[config.mk]
export PLATFORM = sky130hd
export DESIGN_NAME = patbuf_serial_ctrl
export DESIGN_NICKNAME = d
export VERILOG_FILES = /design/src/rtl/patbuf_serial_ctrl.sv
export SDC_FILE = /design/constraint.sdc
export NUM_CORES = 1
export LEC_CHECK = 0
export ABC_AREA = 1
export CAP_MARGIN = 10
export CORE_MARGIN = 3
export CORE_UTILIZATION = 45
export DETAILED_ROUTE_END_ITERATION = 8
export PLACE_DENSITY = 0.68
export REMOVE_ABC_BUFFERS = 1
export SLEW_MARGIN = 20
export SYNTH_ARGS = -nofsm -noshare
export SYNTH_HDL_FRONTEND = slang
export SYNTH_SLANG_ARGS = --single-unit
[constraint.sdc]
create_clock -name clk_int -period 4.6 [get_ports clk_int]
set_input_delay 0.69 -clock clk_int [delete_from_list [all_inputs] [get_ports clk_int]]
set_output_delay 0.69 -clock clk_int [all_outputs]
set_load 0.005 [all_outputs]
[src/rtl/patbuf_serial_ctrl.sv]
// Serial controller for the low/high pattern buffers: shifts one addressed word MSB first
// to or from the selected buffer, with registered strobes and an abort path.
module patbuf_serial_ctrl #(
    parameter int unsigned D_WIDTH = 8,
    parameter int unsigned DIV     = 2
) (
    input  logic               clk_int,
    input  logic               reset,
    input  logic               req,
    input  logic               req_wr,
    input  logic               req_high,
    input  logic [2:0]         req_addr,
    input  logic [D_WIDTH-1:0] req_data,
    input  logic               abort,
    input  logic               sout_low,
    input  logic               sout_high,
    output logic               sclk_low,
    output logic               sclk_high,
    output logic               ssel_low,
    output logic               ssel_high,
    output logic               sin_low,
    output logic               sin_high,
    output logic [2:0]         saddr_low,
    output logic [2:0]         saddr_high,
    output logic               busy,
    output logic               ack,
    output logic [D_WIDTH-1:0] rd_data,
    output logic               err
);

    localparam int unsigned     BitW      = $clog2(D_WIDTH + 1);
    localparam logic [3:0]      PhaseLast = 4'(DIV - 1);
    localparam logic [BitW-1:0] BitLast   = BitW'(D_WIDTH - 1);

    typedef enum logic [2:0] {
        StIdle,
        StSetup,
        StShiftLo,
        StShiftHi,
        StHold,
        StDone
    } state_e;

    state_e             state_q, state_d;
    logic [3:0]         phase_q, phase_d;
    logic [BitW-1:0]    bit_q, bit_d;
    logic               wr_q, wr_d;
    logic               sel_hi_q, sel_hi_d;
    logic [2:0]         addr_q, addr_d;
    logic [D_WIDTH-1:0] sr_q, sr_d;
    logic [D_WIDTH-1:0] cap_q, cap_d;
    logic [D_WIDTH-1:0] rd_data_q, rd_data_d;
    logic               busy_q, busy_d;
    logic               ack_q, ack_d;
    logic               err_q, err_d;
    // Strobe bundle per buffer: {sclk, ssel, sin, saddr[2:0]}
    logic [5:0]         lo_q, lo_d;
    logic [5:0]         hi_q, hi_d;

    logic [5:0]         strobe;
    logic               sout_sel;
    logic               cur_bit;

    always_comb begin
        state_d   = state_q;
        phase_d   = phase_q;
        bit_d     = bit_q;
        wr_d      = wr_q;
        sel_hi_d  = sel_hi_q;
        addr_d    = addr_q;
        sr_d      = sr_q;
        cap_d     = cap_q;
        rd_data_d = rd_data_q;
        ack_d     = 1'b0;
        err_d     = 1'b0;
        strobe    = 6'b0;
        sout_sel  = sel_hi_q ? sout_high : sout_low;
        cur_bit   = wr_q & sr_q[D_WIDTH-1];

        unique case (state_q)
            StIdle: begin
                if (req) begin
                    wr_d     = req_wr;
                    sel_hi_d = req_high;
                    addr_d   = req_addr;
                    sr_d     = req_data;
                    cap_d    = '0;
                    phase_d  = 4'd0;
                    bit_d    = '0;
                    state_d  = StSetup;
                end
            end
            StSetup: begin
                strobe = {1'b0, 1'b1, 1'b0, addr_q};
                if (phase_q == PhaseLast) begin
                    phase_d = 4'd0;
                    state_d = StShiftLo;
                end else begin
                    phase_d = phase_q + 4'd1;
                end
            end
            StShiftLo: begin
                strobe = {1'b0, 1'b1, cur_bit, addr_q};
                if (phase_q == PhaseLast) begin
                    phase_d = 4'd0;
                    state_d = StShiftHi;
                end else begin
                    phase_d = phase_q + 4'd1;
                end
            end
            StShiftHi: begin
                strobe = {1'b1, 1'b1, cur_bit, addr_q};
                // Sample on the edge that raises the registered sclk
                if (phase_q == 4'd0 && !wr_q) begin
                    cap_d = (cap_q << 1) | D_WIDTH'(sout_sel);
                end
                if (phase_q == PhaseLast) begin
                    phase_d = 4'd0;
                    sr_d    = sr_q << 1;
                    if (bit_q == BitLast) begin
                        state_d = StHold;
                    end else begin
                        bit_d   = bit_q + BitW'(1);
                        state_d = StShiftLo;
                    end
                end else begin
                    phase_d = phase_q + 4'd1;
                end
            end
            StHold: begin
                strobe = {1'b0, 1'b1, 1'b0, addr_q};
                if (phase_q == PhaseLast) begin
                    phase_d = 4'd0;
                    state_d = StDone;
                end else begin
                    phase_d = phase_q + 4'd1;
                end
            end
            StDone: begin
                ack_d   = 1'b1;
                state_d = StIdle;
                if (!wr_q) begin
                    rd_data_d = cap_q;
                end
            end
            default: state_d = StIdle;
        endcase

        if (abort && state_q != StIdle) begin
            state_d   = StIdle;
            phase_d   = 4'd0;
            bit_d     = '0;
            strobe    = 6'b0;
            ack_d     = 1'b0;
            err_d     = 1'b1;
            rd_data_d = rd_data_q;
        end

        busy_d = (state_d != StIdle);
        lo_d   = sel_hi_q ? 6'b0 : strobe;
        hi_d   = sel_hi_q ? strobe : 6'b0;
    end

    always_ff @(posedge clk_int or posedge reset) begin
        if (reset) begin
            state_q   <= StIdle;
            phase_q   <= 4'd0;
            bit_q     <= '0;
            wr_q      <= 1'b0;
            sel_hi_q  <= 1'b0;
            addr_q    <= 3'd0;
            sr_q      <= '0;
            cap_q     <= '0;
            rd_data_q <= '0;
            busy_q    <= 1'b0;
            ack_q     <= 1'b0;
            err_q     <= 1'b0;
            lo_q      <= 6'b0;
            hi_q      <= 6'b0;
        end else begin
            state_q   <= state_d;
            phase_q   <= phase_d;
            bit_q     <= bit_d;
            wr_q      <= wr_d;
            sel_hi_q  <= sel_hi_d;
            addr_q    <= addr_d;
            sr_q      <= sr_d;
            cap_q     <= cap_d;
            rd_data_q <= rd_data_d;
            busy_q    <= busy_d;
            ack_q     <= ack_d;
            err_q     <= err_d;
            lo_q      <= lo_d;
            hi_q      <= hi_d;
        end
    end

    assign sclk_low   = lo_q[5];
    assign ssel_low   = lo_q[4];
    assign sin_low    = lo_q[3];
    assign saddr_low  = lo_q[2:0];
    assign sclk_high  = hi_q[5];
    assign ssel_high  = hi_q[4];
    assign sin_high   = hi_q[3];
    assign saddr_high = hi_q[2:0];
    assign busy       = busy_q;
    assign ack        = ack_q;
    assign err        = err_q;
    assign rd_data    = rd_data_q;

endmodule

# Word level (Yosys, flattened, before mapping)
# Index checks and enable logic that the tools add are counted.
# classes
n_eq_ne	13
n_mux	30
n_addsub	2
n_reduce_logical	18
bitwise	4
# ops
op	n
two-way mux 8 bit	4
case mux 8 bit (2 select lines)	2
two-way mux 4 bit	6
two-way mux 3 bit	7
two-way mux 6 bit	3
case mux 6 bit (3 select lines)	1
case mux 4 bit (2 select lines)	2
case mux 3 bit (5 select lines)	1
nonzero test 3 bit	4
!= test 3 bit, second input constant	3
AND reduction 3 bit	3
adder 4 x 1 -> 4 bit, second input constant	2
bitwise OR 8 x 1 -> 8 bit	1
equality test 3 x 2 -> 1 bit, second input constant	2
equality test 3 bit, second input constant	2
!= test 2 bit, second input constant	3
equality test 4 x 1 -> 1 bit, second input constant	1
equality test 4 x 3 -> 1 bit, second input constant	1
logical NOT 4 bit	1
two-way mux 1 bit	4
AND reduction 2 bit	2
AND reduction 4 bit	1
OR reduction 4 bit	1
equality test 3 x 1 -> 1 bit, second input constant	1
7 further kinds	9
# word_totals
elab_cells	81
output_inout_bits	23
input_bits	19
ff_bits	55

# Logic depth before layout (Yosys ltp)
# logic_depth
ltp_word	6
mapped_depth	9
depth_no_buf	9

# Worst setup path before layout
# OpenSTA, ideal clock, no wires.
# synth_timing
path_type	in2reg
from	in abort
to	reg rd_data_q[1], in the netlist rd_data[1]
required_ns	4.479
stages	5
n_path_buf	1
path_slack_ns	3.125
setup_ns	0.121
arrival_time_ns	1.354
path_cell_list	nor4_4 nand2_2 buf_2 nand2_1 o21ai_1
# synth_between
elab_chain_cells	3
# synth_rtl
element	line_no	source
start: declaration	14	input logic abort,
logical AND 1 bit	149	if (abort && state_q != StIdle) begin
inverter 1 bit (no source line)	--	
AND reduction 3 bit (no source line)	--	
end signal: assignment	189	rd_data_q <= rd_data_d;
end: declaration	52	logic [D_WIDTH-1:0] rd_data_q, rd_data_d;
# Every way passes these cells.
# A chain may end at the register's enable or synchronous reset.

# Final worst setup path
# layout_timing
from	reg rd_data_q[7], in the netlist rd_data[7]
to	out rd_data[7]
# layout_lines
element	line_no	source
end: declaration	27	output logic [D_WIDTH-1:0] rd_data,
# No word-level cell between the ends.

==> flow_summary.toml <==
[floorplanning]
std_cell_rows = 25
initial_core_util_pct = 48.7
fp.dieArea_um2 = 6260
io_pins = 42
fp.coreArea_um2 = 4940
die_h_um = 79.1
width_of_the_chip_um = 79.1

[synth]
synth_area_per_cell_um2 = 8.95
yosys_warnings = 0
synthCells = 269
yosysSeqAreaShare_pct = 57.2
synthesis.area_um2 = 2410
synthDistinctLibCells = 25
ys_ff_latch = 55

[timing]
maxSlewHeadroom_pct = 56.3
clock_skew_ns = 0.00574
maxClockFrequency_mhz = 536
tns_ns = 0
slew_violations = 0
finalWorstPathRequiredPeriod_ns = 1.86
tightestPinTransition_ns = 0.656
fin_crit_sh_pct = 40.5
final-hold-violation-count = 0
finalHoldWorstSlack_ns = 0.496
grt_setup_unrepaired = "false"
timing.final.setup_violations = 0

[global_route]
first_pass_grt_wire_length_mm = 7.87
grt_start_max_net_pins = 56
globalRouteTotalUtil_pct = 15.9
antenna_found_initial = 0
gr-total-overflow = 0
vias_in_the_first_global_route = 1750

[setup_path]
worst_setup_path_endpoint = "rd_data[7]"
worst-endpoint-required_ns = 3.91
max_stage_delay_on_crit_path_ns = 0.51
crit_path_start_kind = "flip-flop"
cp_cell_sequence = "clkdlybuf4s50_1"
worst-r2r-setup-slack_ns = 2.77
critPathLaunch = "rd_data[7]$_DFFE_PP0P_"
critPathCaptureType = "output port"
regToRegStartpoint = "state_q[1]$_DFF_PP0_"
worstPathMaxFanout = 2
path_class = "reg -> out"
cp_data_arrival_time_ns = 1.17
worst_r2r_endpoint = "cap_q[6]$_DFFE_PP0P_"
critical_path.top_delay_family = "buffers and inverters"
cp_slowest_cell = "sky130_fd_sc_hd__clkdlybuf4s50_1"
cp.depth = 1
timing.critical_path.buf_inv = 1
r2r_cells = 8

[clock_tree]
clockRootBuffer = "sky130_fd_sc_hd__clkbuf_8"
cts_htree_levels = 2
cts-resized-gates = 0
tritoncts.num_buffers = 5
worst_skew_pair.late_latency_ns = 0.30
clock-sinks = 55
cts-root-to-sink-buffers = 2
cts.repair_timing.setup_buffer_count = 0
tritoncts = "yes"
cts_hold_buffers = 0
cts.clk_slew.worst_paths_ns = 0.09

[layout]
final_standard_cell_count_with_taps_included_and_fillers_excluded = 380
layout.nets = 336
area_growth_pct = 23.7
share_of_cells_above_drive_strength_1_pct = 7.99
diodes = 0
final_cell_area_um2 = 2980

[detailed_routing]
drt-vias-per-instance = 4.87
post_drt_wl_per_cell_um = 11.8
drt-initial-drc-count = 111
route.vias.total = 1850
drt_pass1_iterations = 4
detail_route.drc_violations = 0
drtAntennaViolNets = 0
postRouteWirelength_mm = 4.50

[place]
gp_congestion = 0.755
dpl_cell_area_um2 = 2870
port-buffer-count = 41
post-dp-hpwl_mm = 3.24
dp.cells = 373

[flow_run]
max-cap-violations = 0

[outcome]
outcome = "finished, final reports clean"

[min_path]
hold_path.class = "reg -> reg"
min_from = "rd_data[0]$_DFFE_PP0P_"

[power_and_ir_drop]
irDropWorstVdd_v = 0.000247
power_density_nw_per_um2 = 457
total_leakage_power_nw = 1.42
==> synthesized netlist by cell type, drive strengths merged <==
cell	count	area (um^2)
nand2	66	260
nor4	1	21.3
a21oi	1	5.00
ha	4	50.1
dfrtp	55	1380
nand4	5	31.3
buf	5	37.5
inv	40	150
clkinv	1	3.75
nand3	22	115
or2	2	12.5
o21ai	44	228
xor2	2	17.5
o22ai	1	6.26
nor2	18	75.1
o211ai	1	12.5
nor3	1	5.00
==> metal layers <==
metal / global-route usage [%] / vias up / part of all wire [%]
li1: - / 944 / -
met1: 22.5 / 861 / 48
met2: 24.6 / 43 / 46
met3: 4.08 / 2 / 4.6
met4: 3.61 / 0 / 0.65
met5: 0 / - / 0
==> registers in the layout, summed over array words and instances, names as in the netlist <==
| register | cells |
|---|---|
| ack | 1 |
| addr_q | 3 |
| bit_q | 4 |
| busy | 1 |
| cap_q | 8 |
| err | 1 |
| hi_q | 6 |
| lo_q | 6 |
| phase_q | 4 |
| rd_data | 8 |
| sel_hi_q | 1 |
| sr_q | 8 |
| state_q | 3 |
| wr_q | 1 |
==> cells in the final DEF, fill, tap and decap left out, drive strengths merged <==
| cell type | instances |
|---|---|
| o21ai | 44 |
| clkinvlp | 1 |
| or2 | 2 |
| a21oi | 1 |
| nand2 | 66 |
| xor2 | 2 |
| dfrtp | 55 |
| clkdlybuf4s50 | 41 |
| nor3 | 1 |
| nor4 | 1 |
| o211ai | 1 |
| inv | 40 |
| nor2 | 18 |
| buf | 1 |
| nand3 | 22 |
| clkbuf | 5 |
| bufinv | 1 |
| nand4 | 5 |
| clkinv | 1 |
| o22ai | 1 |
| ha | 4 |
==> per-stage QoR <==
stage | util [%] | setup WS (ns) | power (mW)
CTS | 60.3 | 2.71 | 1.38
global route | 60.3 | 2.48 | 1.48
global placement | 58.1 | 2.55 | 1.06
finish | 60.3 | 2.74 | 1.36
floorplan | - | 2.57 | 0.924
detailed placement | 58.1 | 2.51 | 1.07
==> power by group <==
part | total, mW | internal (mW) | switching (mW)
registers | 0.631 | 0.580 | 0.0511
logic | 0.430 | 0.150 | 0.279
clock network | 0.302 | 0.159 | 0.143
total | 1.36 | 0.889 | 0.473
==> cell type report <==
cell class / instances / area, um^2
inverter: 41 / 154
fill: 466 / 1960
multi-input combinational: 168 / 840
timing repair buffer: 42 / 418
clock buffer: 5 / 68.8
clock inverter: 2 / 37.5
tap: 67 / 83.8
sequential: 55 / 1380
==> kinds of logic (layout without fill, tap and decap cells) <==
| family | count (synthesis) | count (layout) | synth area share, % |
|---|---|---|---|
| AOI/OAI and AO/OA | 47 | 47 | 10.4 |
| and+or+nand+nor | 115 | 115 | 21.6 |
| DFF | 55 | 55 | 57.2 |
| adders and majority gates | 4 | 4 | 2.08 |
| buffers and inverters | 46 | 90 | 7.95 |
| xor gates and xnor gates | 2 | 2 | 0.728 |
==> worst min path at each step <==
stage                             endpoint  slack (ns)  cells past startpoint
global route             lo_q[1]$_DFF_PP0_        0.53                      2
CTS                 rd_data[0]$_DFFE_PP0P_        0.51                      2
global placement    rd_data[0]$_DFFE_PP0P_        0.47                      2
floorplan              sr_q[7]$_DFFE_PP0P_        0.45                      2
finish              rd_data[0]$_DFFE_PP0P_        0.50                      2
detailed placement  rd_data[0]$_DFFE_PP0P_        0.48                      2
(Power assumes the default switching activity.)
